## src/rtl/sample_scheduler.sv

```systemverilog
// sample_scheduler
//   Shares the single-voice SampleBank between sound-cue requesters. One-cycle
//   cue pulses are latched into pending flags. The highest pending index wins
//   and is issued as a one-cycle trigger. A minimum play window then follows,
//   and only a strictly higher-priority cue can cut that window short.
//
// Ports
//   i_clk          system clock
//   i_reset        synchronous, active-high reset
//   i_req          one-cycle cue request pulses, bit index = sample index = priority
//   i_mute         suppresses new triggers and discards pending/new requests
//   o_select       sample index to SampleBank, changes only with o_trigger
//   o_trigger      one-cycle start pulse to SampleBank
//   o_busy         high while the scheduler is not idle
//   o_drop_count   saturating count of selections that discarded lower cues
module sample_scheduler #(
   parameter int NUM_REQ     = 4,
   parameter int SELECT_BITS = 2,
   parameter int HOLD_CYCLES = 2000000
) (
   input  logic                   i_clk,
   input  logic                   i_reset,
   input  logic [NUM_REQ-1:0]     i_req,
   input  logic                   i_mute,
   output logic [SELECT_BITS-1:0] o_select,
   output logic                   o_trigger,
   output logic                   o_busy,
   output logic [7:0]             o_drop_count
);

   localparam int IDX_W = (NUM_REQ > 1) ? $clog2(NUM_REQ) : 1;
   localparam int CNT_W = $clog2(HOLD_CYCLES) + 1;
   localparam logic [CNT_W-1:0] HOLD_LOAD = CNT_W'(HOLD_CYCLES - 1);

   typedef enum logic [1:0] {S_IDLE, S_TRIG, S_PLAY} state_t;

   state_t                 r_state;
   logic [NUM_REQ-1:0]     r_pend;
   logic [IDX_W-1:0]       r_cur_prio;
   logic [CNT_W-1:0]       r_cnt;
   logic [SELECT_BITS-1:0] r_select;
   logic                   r_trigger;
   logic                   r_busy;
   logic [7:0]             r_drop;

   logic [IDX_W-1:0]       w_winner;
   logic [NUM_REQ-1:0]     w_low;    // pend positions below the winner
   logic [NUM_REQ-1:0]     w_clear;  // winner plus everything below it
   logic                   w_any;
   logic                   w_sel;    // this edge issues a new trigger
   logic                   w_drop;   // this selection discards a lower cue

   always_comb begin
      w_winner = '0;
      w_low    = '0;
      for (int i = 0; i < NUM_REQ; i++)
         if (r_pend[i]) w_winner = IDX_W'(i);
      for (int i = 0; i < NUM_REQ; i++)
         if (IDX_W'(i) < w_winner) w_low[i] = 1'b1;
      w_clear           = w_low;
      w_clear[w_winner] = 1'b1;
      w_any  = |r_pend;
      // Preemption needs a strictly higher index than the cue now playing.
      w_sel  = !i_mute && w_any &&
               ((r_state == S_IDLE) ||
                ((r_state == S_PLAY) && (w_winner > r_cur_prio)));
      w_drop = |(r_pend & w_low);
   end

   always_ff @(posedge i_clk) begin
      if (i_reset) begin
         r_state    <= S_IDLE;
         r_pend     <= '0;
         r_cur_prio <= '0;
         r_cnt      <= '0;
         r_select   <= '0;
         r_trigger  <= 1'b0;
         r_busy     <= 1'b0;
         r_drop     <= '0;
      end else begin
         // A fresh request in the selection cycle survives the clear.
         if (i_mute)     r_pend <= '0;
         else if (w_sel) r_pend <= (r_pend & ~w_clear) | i_req;
         else            r_pend <= r_pend | i_req;

         if (w_sel && w_drop && (r_drop != 8'hFF))
            r_drop <= r_drop + 8'd1;

         r_trigger <= 1'b0;
         if (w_sel) begin
            r_select   <= SELECT_BITS'(w_winner);
            r_cur_prio <= w_winner;
            r_trigger  <= 1'b1;
            r_state    <= S_TRIG;
            r_busy     <= 1'b1;
         end else begin
            case (r_state)
               S_TRIG: begin
                  r_cnt   <= HOLD_LOAD;
                  r_state <= S_PLAY;
                  r_busy  <= 1'b1;
               end
               S_PLAY: begin
                  // Mute does not abort the window; it only blocks w_sel.
                  if (r_cnt == '0) begin
                     r_state <= S_IDLE;
                     r_busy  <= 1'b0;
                  end else begin
                     r_cnt <= r_cnt - CNT_W'(1);
                  end
               end
               default: begin
                  r_state <= S_IDLE;
                  r_busy  <= 1'b0;
               end
            endcase
         end
      end
   end

   assign o_select     = r_select;
   assign o_trigger    = r_trigger;
   assign o_busy       = r_busy;
   assign o_drop_count = r_drop;

endmodule

```

## config.mk

```make
export PLATFORM = sky130hd
export DESIGN_NAME = sample_scheduler
export DESIGN_NICKNAME = d
export VERILOG_FILES = /design/src/rtl/sample_scheduler.sv
export SDC_FILE = /design/constraint.sdc
export NUM_CORES = 1
export LEC_CHECK = 0
export ABC_AREA = 1
export BUFFER_PORTS_ARGS = -buffer_cell sky130_fd_sc_hd__buf_2
export CAP_MARGIN = 20
export CORE_MARGIN = 5
export CORE_UTILIZATION = 47
export DETAILED_ROUTE_END_ITERATION = 6
export PLACE_DENSITY_LB_ADDON = 0.15
export SYNTH_ARGS = -nofsm -noshare
export SYNTH_HDL_FRONTEND = slang
export SYNTH_SLANG_ARGS = --single-unit
```

## constraint.sdc

```tcl
create_clock -name i_clk -period 1.6 [get_ports i_clk]
set_input_delay 0.32 -clock i_clk [delete_from_list [all_inputs] [get_ports i_clk]]
set_output_delay 0.32 -clock i_clk [all_outputs]
set_load 0.01 [all_outputs]
```

==> results of run 1 <==
layout by cell type (no fill, tap or decap), types with 2 or more instances in the layout:
cell type  count
nand2_4        5
o21ai_0        2
buf_4         52
clkbuf_8       6
o21ai_2        5
nand3_1       31
nand2_8        2
or2_2          4
nor2_4         4
a21oi_2       16
nand4_1        8
xnor2_1        5
clkinv_2       2
xor2_1         4
nand2_1      100
dfxtp_2        2
buf_2         18
buf_6          7
a21oi_1       17
inv_2          4
dfxtp_1       37
nor2_2         5
ha_1           5
nor2_1        59
nand2_2        8
inv_1         29
final timing paths:
path / from / end / slack [ns] / cells past startpoint
worst max-delay path: r_pend[2]$_SDFF_PP0_ / o_drop_count[0]$_SDFFE_PP0P_ / -0.15 / 12
worst min register to register: o_busy$_SDFFE_PP0P_ / o_busy$_SDFFE_PP0P_ / 0.51 / 2
worst max register to register: r_pend[2]$_SDFF_PP0_ / o_drop_count[0]$_SDFFE_PP0P_ / -0.15 / 12
worst min-delay path: i_req[0] / r_pend[0]$_SDFF_PP0_ / 0.24 / 3
kinds of logic (layout without fill, tap and decap cells):
group / after synthesis / in the layout / share of synthesized area (%)
simple gates: 230 / 231 / 40.8
buf+inv: 45 / 121 / 9.31
fa+ha+maj: 7 / 7 / 3.62
xor+xnor: 9 / 9 / 3.26
compound gates: 44 / 44 / 9.88
flops: 40 / 40 / 33.1
state kept, by name, summed over array words and instances, names as in the netlist:
signal,cells
r_cnt,22
o_drop_count,8
r_pend,4
o_select,2
r_state,2
o_busy,1
o_trigger,1
repair_timing:
action	4_1_cts	5_1_grt
setup buffers	2	6
resized for setup	24	33
hold buffers	0	0
pin swaps	6	13
cloned	1	0
setup endpoints to repair	37	40
final cells by class:
type / instances / area (um^2) / share of cell area [%]
multi-input cells: 291 / 1590 / 48.0
flip-flops and latches: 40 / 807 / 24.4
repair buffers: 78 / 579 / 17.5
inverters: 35 / 151 / 4.58
well taps: 70 / 87.6 / 2.65
clock buffers: 6 / 82.6 / 2.50
clock inverters: 2 / 10.0 / 0.303
tightest hold or removal path, cell delays in order:
cell     delay, ns
buf_2         0.09
a21oi_2       0.03
nor2_1        0.06
per-stage QoR:
| stage | hold WS (ns) | instances | setup slack (ns) | util [%] |
|---|---|---|---|---|
| 5_1_grt | 0.225 | 522 | -0.307 | 65.6 |
| 6_report | 0.239 | 522 | -0.151 | 65.6 |
| 4_1_cts | 0.230 | 517 | -0.119 | 62.6 |
| 2_1_floorplan | 0.404 | 375 | -0.0335 | - |
| 3_3_place_gp | 0.492 | 506 | -0.146 | 58.5 |
| 3_5_place_dp | 0.486 | 506 | -0.199 | 58.5 |
power groups by stage:
stage	Clock [uW]	Sequential (uW)	Combinational, uW
2_1_floorplan	0	1100	586
3_3_place_gp	0	1090	863
3_5_place_dp	0	1100	877
4_1_cts	731	1070	924
5_1_grt	786	1080	1080
6_report	708	1070	968
per-layer routing:
layer | up-vias | share of wire (%) | GRT usage, %
li1 | 1344 | - | -
met1 | 1165 | 43 | 23.1
met2 | 42 | 51 | 36.1
met3 | 16 | 3.4 | 4.71
met4 | 0 | 2.4 | 11.1
met5 | - | 0 | 0
==> run_results.csv, run 1 <==
group,metric,value,unit
power_and_ir_drop,power.density,831,nW/um^2
final_layout,area_growth,36.6,%
route,drc,0,
yosys,synth_most_common_cell,"nand2_1",
power_and_ir_drop,internal_power,1800,uW
placement,io_buffers,18,
clock_tree,cts_made_buffers,5,
yosys,syn_area_per_cell,6.45,um^2
timing,rsz0062_at_grt,"yes",
route,post_drt_wl_per_cell,11.8,um
grt,track_usage,20.7,%
critical_path,cpPeakStageDelay,0.36,ns
clock_tree,cts.sinks,40,
timing,period_share,109,%
final_layout,design_area,3310,um^2
grt,antenna_found_initial,0,
yosys,synth.largest_area_cell,"dfxtp_1",
final_layout,fillers,459,
timing,drv_slew,0,
final_layout,drive_gt1_share,33.0,%
timing,hold_viol_final,0,
yosys,seq_area_frac_synth,33.1,%
grt,overflow,0,
route,postRouteAntennaNets,0,
yosys,synth_seq_cells,40,
timing,period_minus_slack,1.75,ns
placement,dpl.hpwl,4530,um
route,via_count,2567,
critical_path,cp_top_family,"simple AND/OR/NAND/NOR gates",
yosys,synth_top_area_share,33.1,%
route,routed_wl,6170,um
power_and_ir_drop,p_comb_share,35.2,%
timing,fmax,571,MHz
grt,grt_pass1_vias,2635,
placement,gp_congestion,0.886,
floorplan,dieArea,6680,um^2
yosys,async_flop_share,0,%
min_path,hp-class,"in2reg",
critical_path,cp-end-kind,"flip-flop",
floorplan,die_h,81.8,um
yosys,synth_ff_type,"dfxtp_1",
clock_tree,clkLatencyLatePin,0.30,ns
route,drt-vias-per-instance,4.92,
clock_tree,clk_pin_slew_worst_paths,0.08,ns
power_and_ir_drop,sw_frac_of_total,34.4,%
floorplan,start_util,48.0,%
final_layout,final_nets,465,
critical_path,critPathRequiredTime,1.79,ns
run_status,run_status,"complete, but fails checks",
yosys,ys_warn_count,0,
critical_path,cp-start-kind,"flip-flop",
timing,fin_skew,0.00860,ns
critical_path,critical_path_peak_fanout,8,
yosys,ys_top_cells_by_count,"111 x nand2_1, 61 x nor2_1, 40 x dfxtp_1, 32 x inv_1, 32 x nand3_1",
run_status,violations,"negative setup slack",
timing,worst_pin_slew,0.496,ns
placement,placed_area,2950,um^2
route,drtIter0Drc,114,
yosys,synth_edf_count,0,
power_and_ir_drop,p_switching,944,uW
critical_path,crit_top_cell,"nor2_1",
route,dr.pass1.iters,6,
critical_path,crit_slowest_cell,"dfxtp_4",
clock_tree,cts_tree,"built",
final_layout,antenna_cells,0,
timing,setup_slack,-0.151,ns
yosys,syn_inst,375,
power_and_ir_drop,p_leak,0.00150,uW
floorplan,dieWidth,81.8,um
power_and_ir_drop,seqPwrFrac,39.0,%
critical_path,crit_type,"reg2reg",
floorplan,io_pins,19,
power_and_ir_drop,worst_ir_drop_vdd,383,uV
yosys,syn_area,2420,um^2
timing,setup_tns,-4.17,ns
clock_tree,root_buffer,"clkbuf_8",
floorplan,core,5040,um^2
power_and_ir_drop,power.total,2750,uW
yosys,synth_cell_types,31,
run,max_cap_violations,0,
yosys,yosys-top-cells-area,"dfxtp_1 33%, nand2_1 17%, nor2_1 9.5%",
power_and_ir_drop,pwr-share-clk,25.8,%
floorplan,rows,26,
yosys,syn_nets,389,
critical_path,cp_num_buf_inv,2,
critical_path,arrival,1.94,ns
timing,setup_viol,40,
clock_tree,cts_htree_levels,2,
clock_tree,max-clock-path-buffers,2,
timing,slew_headroom,67.0,%
critical_path,crit_chain,"nor2_1, nor2_1, ha_1, a21oi_2, nand2_1, nand2_2, nand2_4, buf_6, clkinv_8, nand2_8, o21ai_2, nor2_1",
grt,grt_start_max_net_pins,19,
grt,grt_pass1_wl,10900,um
Note: power is estimated with default switching activity, not from simulation.
==> run 2, diff against run 1 <==
Settings changed: ABC_CLOCK_PERIOD_IN_PS from default to 1600, CELL_PAD_IN_SITES_DETAIL_PLACEMENT from default to 0, CELL_PAD_IN_SITES_GLOBAL_PLACEMENT from default to 1, CORE_UTILIZATION 47 to 38.
==> run_results.csv, run 2 (synthesis gave the netlist of run 1 again) <==
group,metric,value,unit
run_status,run_status,"complete, but fails checks",
run_status,violations,"negative setup slack",
critical_path,critical_path_peak_fanout,11,
grt,grt_start_max_net_pins,23,
final_layout,post-route-util,53.4,%
final_layout,regMostFlops,"r_cnt",
clock_tree,cts_tree,"built",
route,via_count,2535,
critical_path,arrival,1.96,ns
clock_tree,clkLatencyLatePin,0.30,ns
power_and_ir_drop,power.total,2950,uW
power_and_ir_drop,p_leak,0.00149,uW
clock_tree,cts_htree_levels,2,
critical_path,crit_type,"reg2reg",
power_and_ir_drop,seqPwrFrac,36.4,%
clock_tree,max-clock-path-buffers,2,
run,max_cap_violations,0,
timing,rsz0062_at_grt,"yes",
route,drc,0,
route,drtIter0Drc,86,
route,drt-vias-per-instance,4.84,
timing,fin_skew,0.00616,ns
placement,dpl.hpwl,4680,um
final_layout,layout_common_cells,"97 x nand2_1, 58 x nor2_1, 49 x buf_4",
timing,slew_headroom,71.6,%
timing,period_share,108,%
floorplan,dieArea,8060,um^2
power_and_ir_drop,sw_frac_of_total,33.7,%
timing,setup_viol,35,
clock_tree,cts.sinks,40,
floorplan,start_util,38.5,%
route,routed_wl,6470,um
final_layout,final_nets,460,
floorplan,dieWidth,89.8,um
final_layout,drive_gt1_share,33.1,%
grt,grt_pass1_vias,2453,
route,dr.pass1.iters,4,
floorplan,io_pins,19,
clock_tree,clk_pin_slew_worst_paths,0.08,ns
power_and_ir_drop,power.density,880,nW/um^2
route,postRouteAntennaNets,0,
floorplan,die_h,89.8,um
power_and_ir_drop,pwr-share-clk,29.5,%
clock_tree,root_buffer,"clkbuf_8",
timing,period_minus_slack,1.73,ns
critical_path,cp-end-kind,"flip-flop",
power_and_ir_drop,p_switching,994,uW
timing,worst_pin_slew,0.424,ns
grt,antenna_found_initial,0,
timing,fmax,579,MHz
grt,overflow,0,
floorplan,rows,29,
critical_path,cp-start-kind,"flip-flop",
timing,setup_slack,-0.127,ns
power_and_ir_drop,p_comb_share,34.1,%
placement,gp_congestion,0.788,
timing,drv_slew,0,
power_and_ir_drop,worst_ir_drop_vdd,454,uV
final_layout,final_common_cell,"nand2_1",
floorplan,core,6280,um^2
grt,track_usage,16.1,%
timing,hold_viol_final,0,
min_path,hp-class,"in2reg",
route,post_drt_wl_per_cell,12.4,um
grt,grt_pass1_wl,11000,um
final_layout,antenna_cells,0,
final_layout,area_growth,38.4,%
placement,io_buffers,18,
final_layout,largest_reg_flops,22,
power_and_ir_drop,internal_power,1950,uW
clock_tree,cts_made_buffers,5,
critical_path,critPathRequiredTime,1.84,ns
-- run 2: changes by cell type in the layout (fill, tap and decap cells not counted), sizes merged --
cell,previous run,this run
bufinv,0,1
clkinv,3,2
clkinvlp,0,1
buf,78,72
-- run 2: critical path, stage by stage (launching register included) --
cell	delay [ns]
dfxtp_4	0.37
nor2_4	0.12
inv_2	0.05
ha_4	0.27
a21oi_2	0.05
nand2_1	0.07
nand2_2	0.06
nand2_4	0.09
nand2_4	0.06
nor2_4	0.15
clkbuf_16	0.19
nand2_1	0.06
a21oi_1	0.13
-- run 2: worst paths after layout --
check	cells past startpoint	end	startpoint	slack (ns)
worst min register to register	2	o_busy$_SDFFE_PP0P_	o_busy$_SDFFE_PP0P_	0.49
worst max register to register	12	r_cnt[14]$_SDFFE_PP0P_	r_pend[3]$_SDFF_PP0_	-0.13
worst max-delay path	12	r_cnt[14]$_SDFFE_PP0P_	r_pend[3]$_SDFF_PP0_	-0.13
worst min-delay path	3	r_pend[0]$_SDFF_PP0_	i_req[0]	0.22
-- run 2: final cells by class --
type                    count  area [um^2]
clock buffers               5         68.8
clock inverters             3         46.3
fillers                   627         2930
inverters                  35          151
multi-input cells         291         1610
flip-flops and latches     40          810
well taps                  77         96.3
repair buffers             73          566
-- run 2: power groups by stage --
stage | Clock, uW | Combinational (uW) | Sequential, uW
3_3_place_gp | 0 | 912 | 1090
3_5_place_dp | 0 | 921 | 1100
4_1_cts | 894 | 945 | 1070
5_1_grt | 938 | 1140 | 1080
2_1_floorplan | 0 | 586 | 1100
6_report | 870 | 1000 | 1070
-- run 2: routing by layer --
layer / routed length [um] / track usage (%) / up-vias / part of all wire, %
li1: - / - / 1339 / -
met1: 3020 / 20.3 / 1165 / 47
met2: 3230 / 27.4 / 25 / 50
met3: 150 / 2.84 / 6 / 2.3
met4: 76 / 5.29 / 0 / 1.2
met5: 0 / 0 / - / 0
-- run 2: repair_timing --
action                                 4_1_cts  5_1_grt
cloned                                       0        2
gates resized for setup                     11       46
hold buffers                                 0        0
endpoints found under the hold margin        0        0
pin swaps                                    5        8
setup buffers                                2        1
setup endpoints to repair                   34       40
-- run 2: stage by stage --
stage                     hold WS [ns]  TNS [ns]  cells  cell area [um^2]  setup slack, ns
after detailed placement         0.471     -4.30    511              2970           -0.189
after floorplan                  0.404    -0.455    375              2450          -0.0335
final                            0.223     -3.27    524              3350           -0.127
after global routing             0.234     -8.49    524              3350           -0.263
after CTS                        0.215     -4.80    521              3130           -0.173
after global placement           0.470     -3.14    511              2970           -0.143
==> run 3, diff against run 2 <==
Settings changed: CORE_MARGIN 5 to 2.
==> run_results.csv, run 3 (synthesis gave the netlist of run 1 again) <==
group,metric,value,unit
power_and_ir_drop,worst_ir_drop_vdd,433,uV
critical_path,cp.depth,12,
final_layout,area_growth,34.9,%
timing,period_minus_slack,1.77,ns
grt,grt_pass1_vias,2369,
final_layout,final_common_cell,"nand2_1",
power_and_ir_drop,power.total,2900,uW
timing,period_share,111,%
min_path,hold_path_depth,3,
power_and_ir_drop,power.density,888,nW/um^2
floorplan,start_util,38.8,%
grt,overflow,0,
clock_tree,clk_pin_slew_worst_paths,0.08,ns
final_layout,design_area,3260,um^2
clock_tree,clkLatencyLatePin,0.30,ns
placement,dpl.hpwl,4710,um
critical_path,cp-start-kind,"flip-flop",
final_layout,drive_gt1_share,30.2,%
clock_tree,cts.sinks,40,
route,drt-vias-per-instance,4.82,
critical_path,crit_type,"reg2reg",
clock_tree,cts_tree,"built",
run,max_cap_violations,0,
placement,io_buffers,18,
critical_path,crit_slowest_cell,"dfxtp_4",
run_status,violations,"negative setup slack",
grt,grt_start_max_net_pins,28,
final_layout,final_nets,457,
clock_tree,cts_made_buffers,5,
route,via_count,2509,
floorplan,io_pins,19,
placement,preCtsSetupSlack,-0.182,ns
grt,track_usage,19.0,%
grt,antenna_found_initial,0,
critical_path,reg2reg_depth,12,
clock_tree,max-clock-path-buffers,2,
critical_path,cp_top_family,"simple AND/OR/NAND/NOR gates",
critical_path,critPathRequiredTime,1.82,ns
placement,placed_area,2960,um^2
floorplan,dieWidth,83.8,um
final_layout,layout_common_cells,"104 x nand2_1, 57 x nor2_1, 44 x buf_4",
floorplan,rows,29,
critical_path,critical_path_peak_fanout,5,
floorplan,dieArea,7020,um^2
final_layout,fillers,636,
timing,slew_headroom,73.1,%
timing,fin_skew,0.0105,ns
final_layout,post-route-util,52.3,%
timing,drv_slew,0,
final_layout,antenna_cells,0,
floorplan,core,6240,um^2
power_and_ir_drop,p_leak,0.00149,uW
clock_tree,root_buffer,"clkbuf_8",
critical_path,crit_chain,"nor2_2, nor2_2, ha_1, a21oi_2, nand2_1, nand2_2, nand2_4, nand2_4, nor2_4, buf_6, nand2_1, a21oi_2",
route,drc,0,
route,post_drt_wl_per_cell,12.5,um
critical_path,arrival,1.99,ns
critical_path,cp-end-kind,"flip-flop",
floorplan,die_h,83.8,um
grt,grt_pass1_wl,10800,um
timing,hold_viol_final,0,
timing,setup_viol,37,
critical_path,cpPeakStageDelay,0.37,ns
min_path,hp-class,"in2reg",
timing,rsz0062_at_grt,"yes",
run_status,run_status,"complete, but fails checks",
timing,fmax,565,MHz
route,routed_wl,6500,um
timing,worst_pin_slew,0.403,ns
route,drtIter0Drc,136,
final_layout,largest_reg_flops,22,
clock_tree,cts-hold-fix-buffers,0,
route,dr.pass1.iters,4,
placement,gp_congestion,0.822,
clock_tree,cts_htree_levels,2,
final_layout,regMostFlops,"r_cnt",
route,postRouteAntennaNets,0,
critical_path,cp_num_buf_inv,1,
timing,setup_slack,-0.170,ns
==> run 3: worst paths after layout <==
check / startpoint / endpoint / slack (ns)
min: i_req[0] / r_pend[0]$_SDFF_PP0_ / 0.23
min reg2reg: o_busy$_SDFFE_PP0P_ / o_busy$_SDFFE_PP0P_ / 0.50
max reg2reg: r_pend[2]$_SDFF_PP0_ / r_cnt[19]$_SDFFE_PP0P_ / -0.17
max: r_pend[2]$_SDFF_PP0_ / r_cnt[19]$_SDFFE_PP0P_ / -0.17
==> run 3: area by class of cell <==
cell class | count | area, um^2 | area share (%)
clock inverters | 3 | 42.5 | 1.30
well taps | 77 | 96.3 | 2.95
repair buffers | 70 | 546 | 16.7
multi-input cells | 291 | 1550 | 47.5
flip-flops and latches | 40 | 807 | 24.7
clock buffers | 5 | 68.8 | 2.11
inverters | 35 | 154 | 4.71
==> run 3: worst reg2reg max path, delay by kind of cell, from the launching register on <==
family          cells  cell delay [ns]
compound gates      2             0.18
fa+ha+maj           1             0.28
buf+inv             1             0.16
flops               1             0.37
simple gates        8             0.72
==> run 3: what timing repair did <==
item,4_1_cts,5_1_grt
cloned,1,1
endpoints found under the hold margin,0,0
setup endpoints to repair,37,40
gates resized for setup,20,26
setup buffers,3,0
pin swaps,6,4
==> run 3: power by group <==
group	leakage [uW]	internal, uW	switching (uW)	total (uW)
registers	0.000326	1040	41.5	1080
logic	0.00110	417	545	963
clock network	0.0000541	462	392	854
==> run 3: metal layers <==
metal	track usage, %	vias to the layer above	wire (um)
li1	-	1335	-
met2	34.5	34	3240
met4	6.45	0	98
met1	22.8	1133	2980
met3	2.47	7	185
met5	0	-	0
==> run 3: through the flow <==
stage	setup TNS, ns	instances	hold WS [ns]
floorplan	-0.455	375	0.404
global placement	-3.43	508	0.467
detailed placement	-4.54	508	0.474
CTS	-3.55	520	0.217
global route	-8.73	521	0.237
finish	-3.99	521	0.226
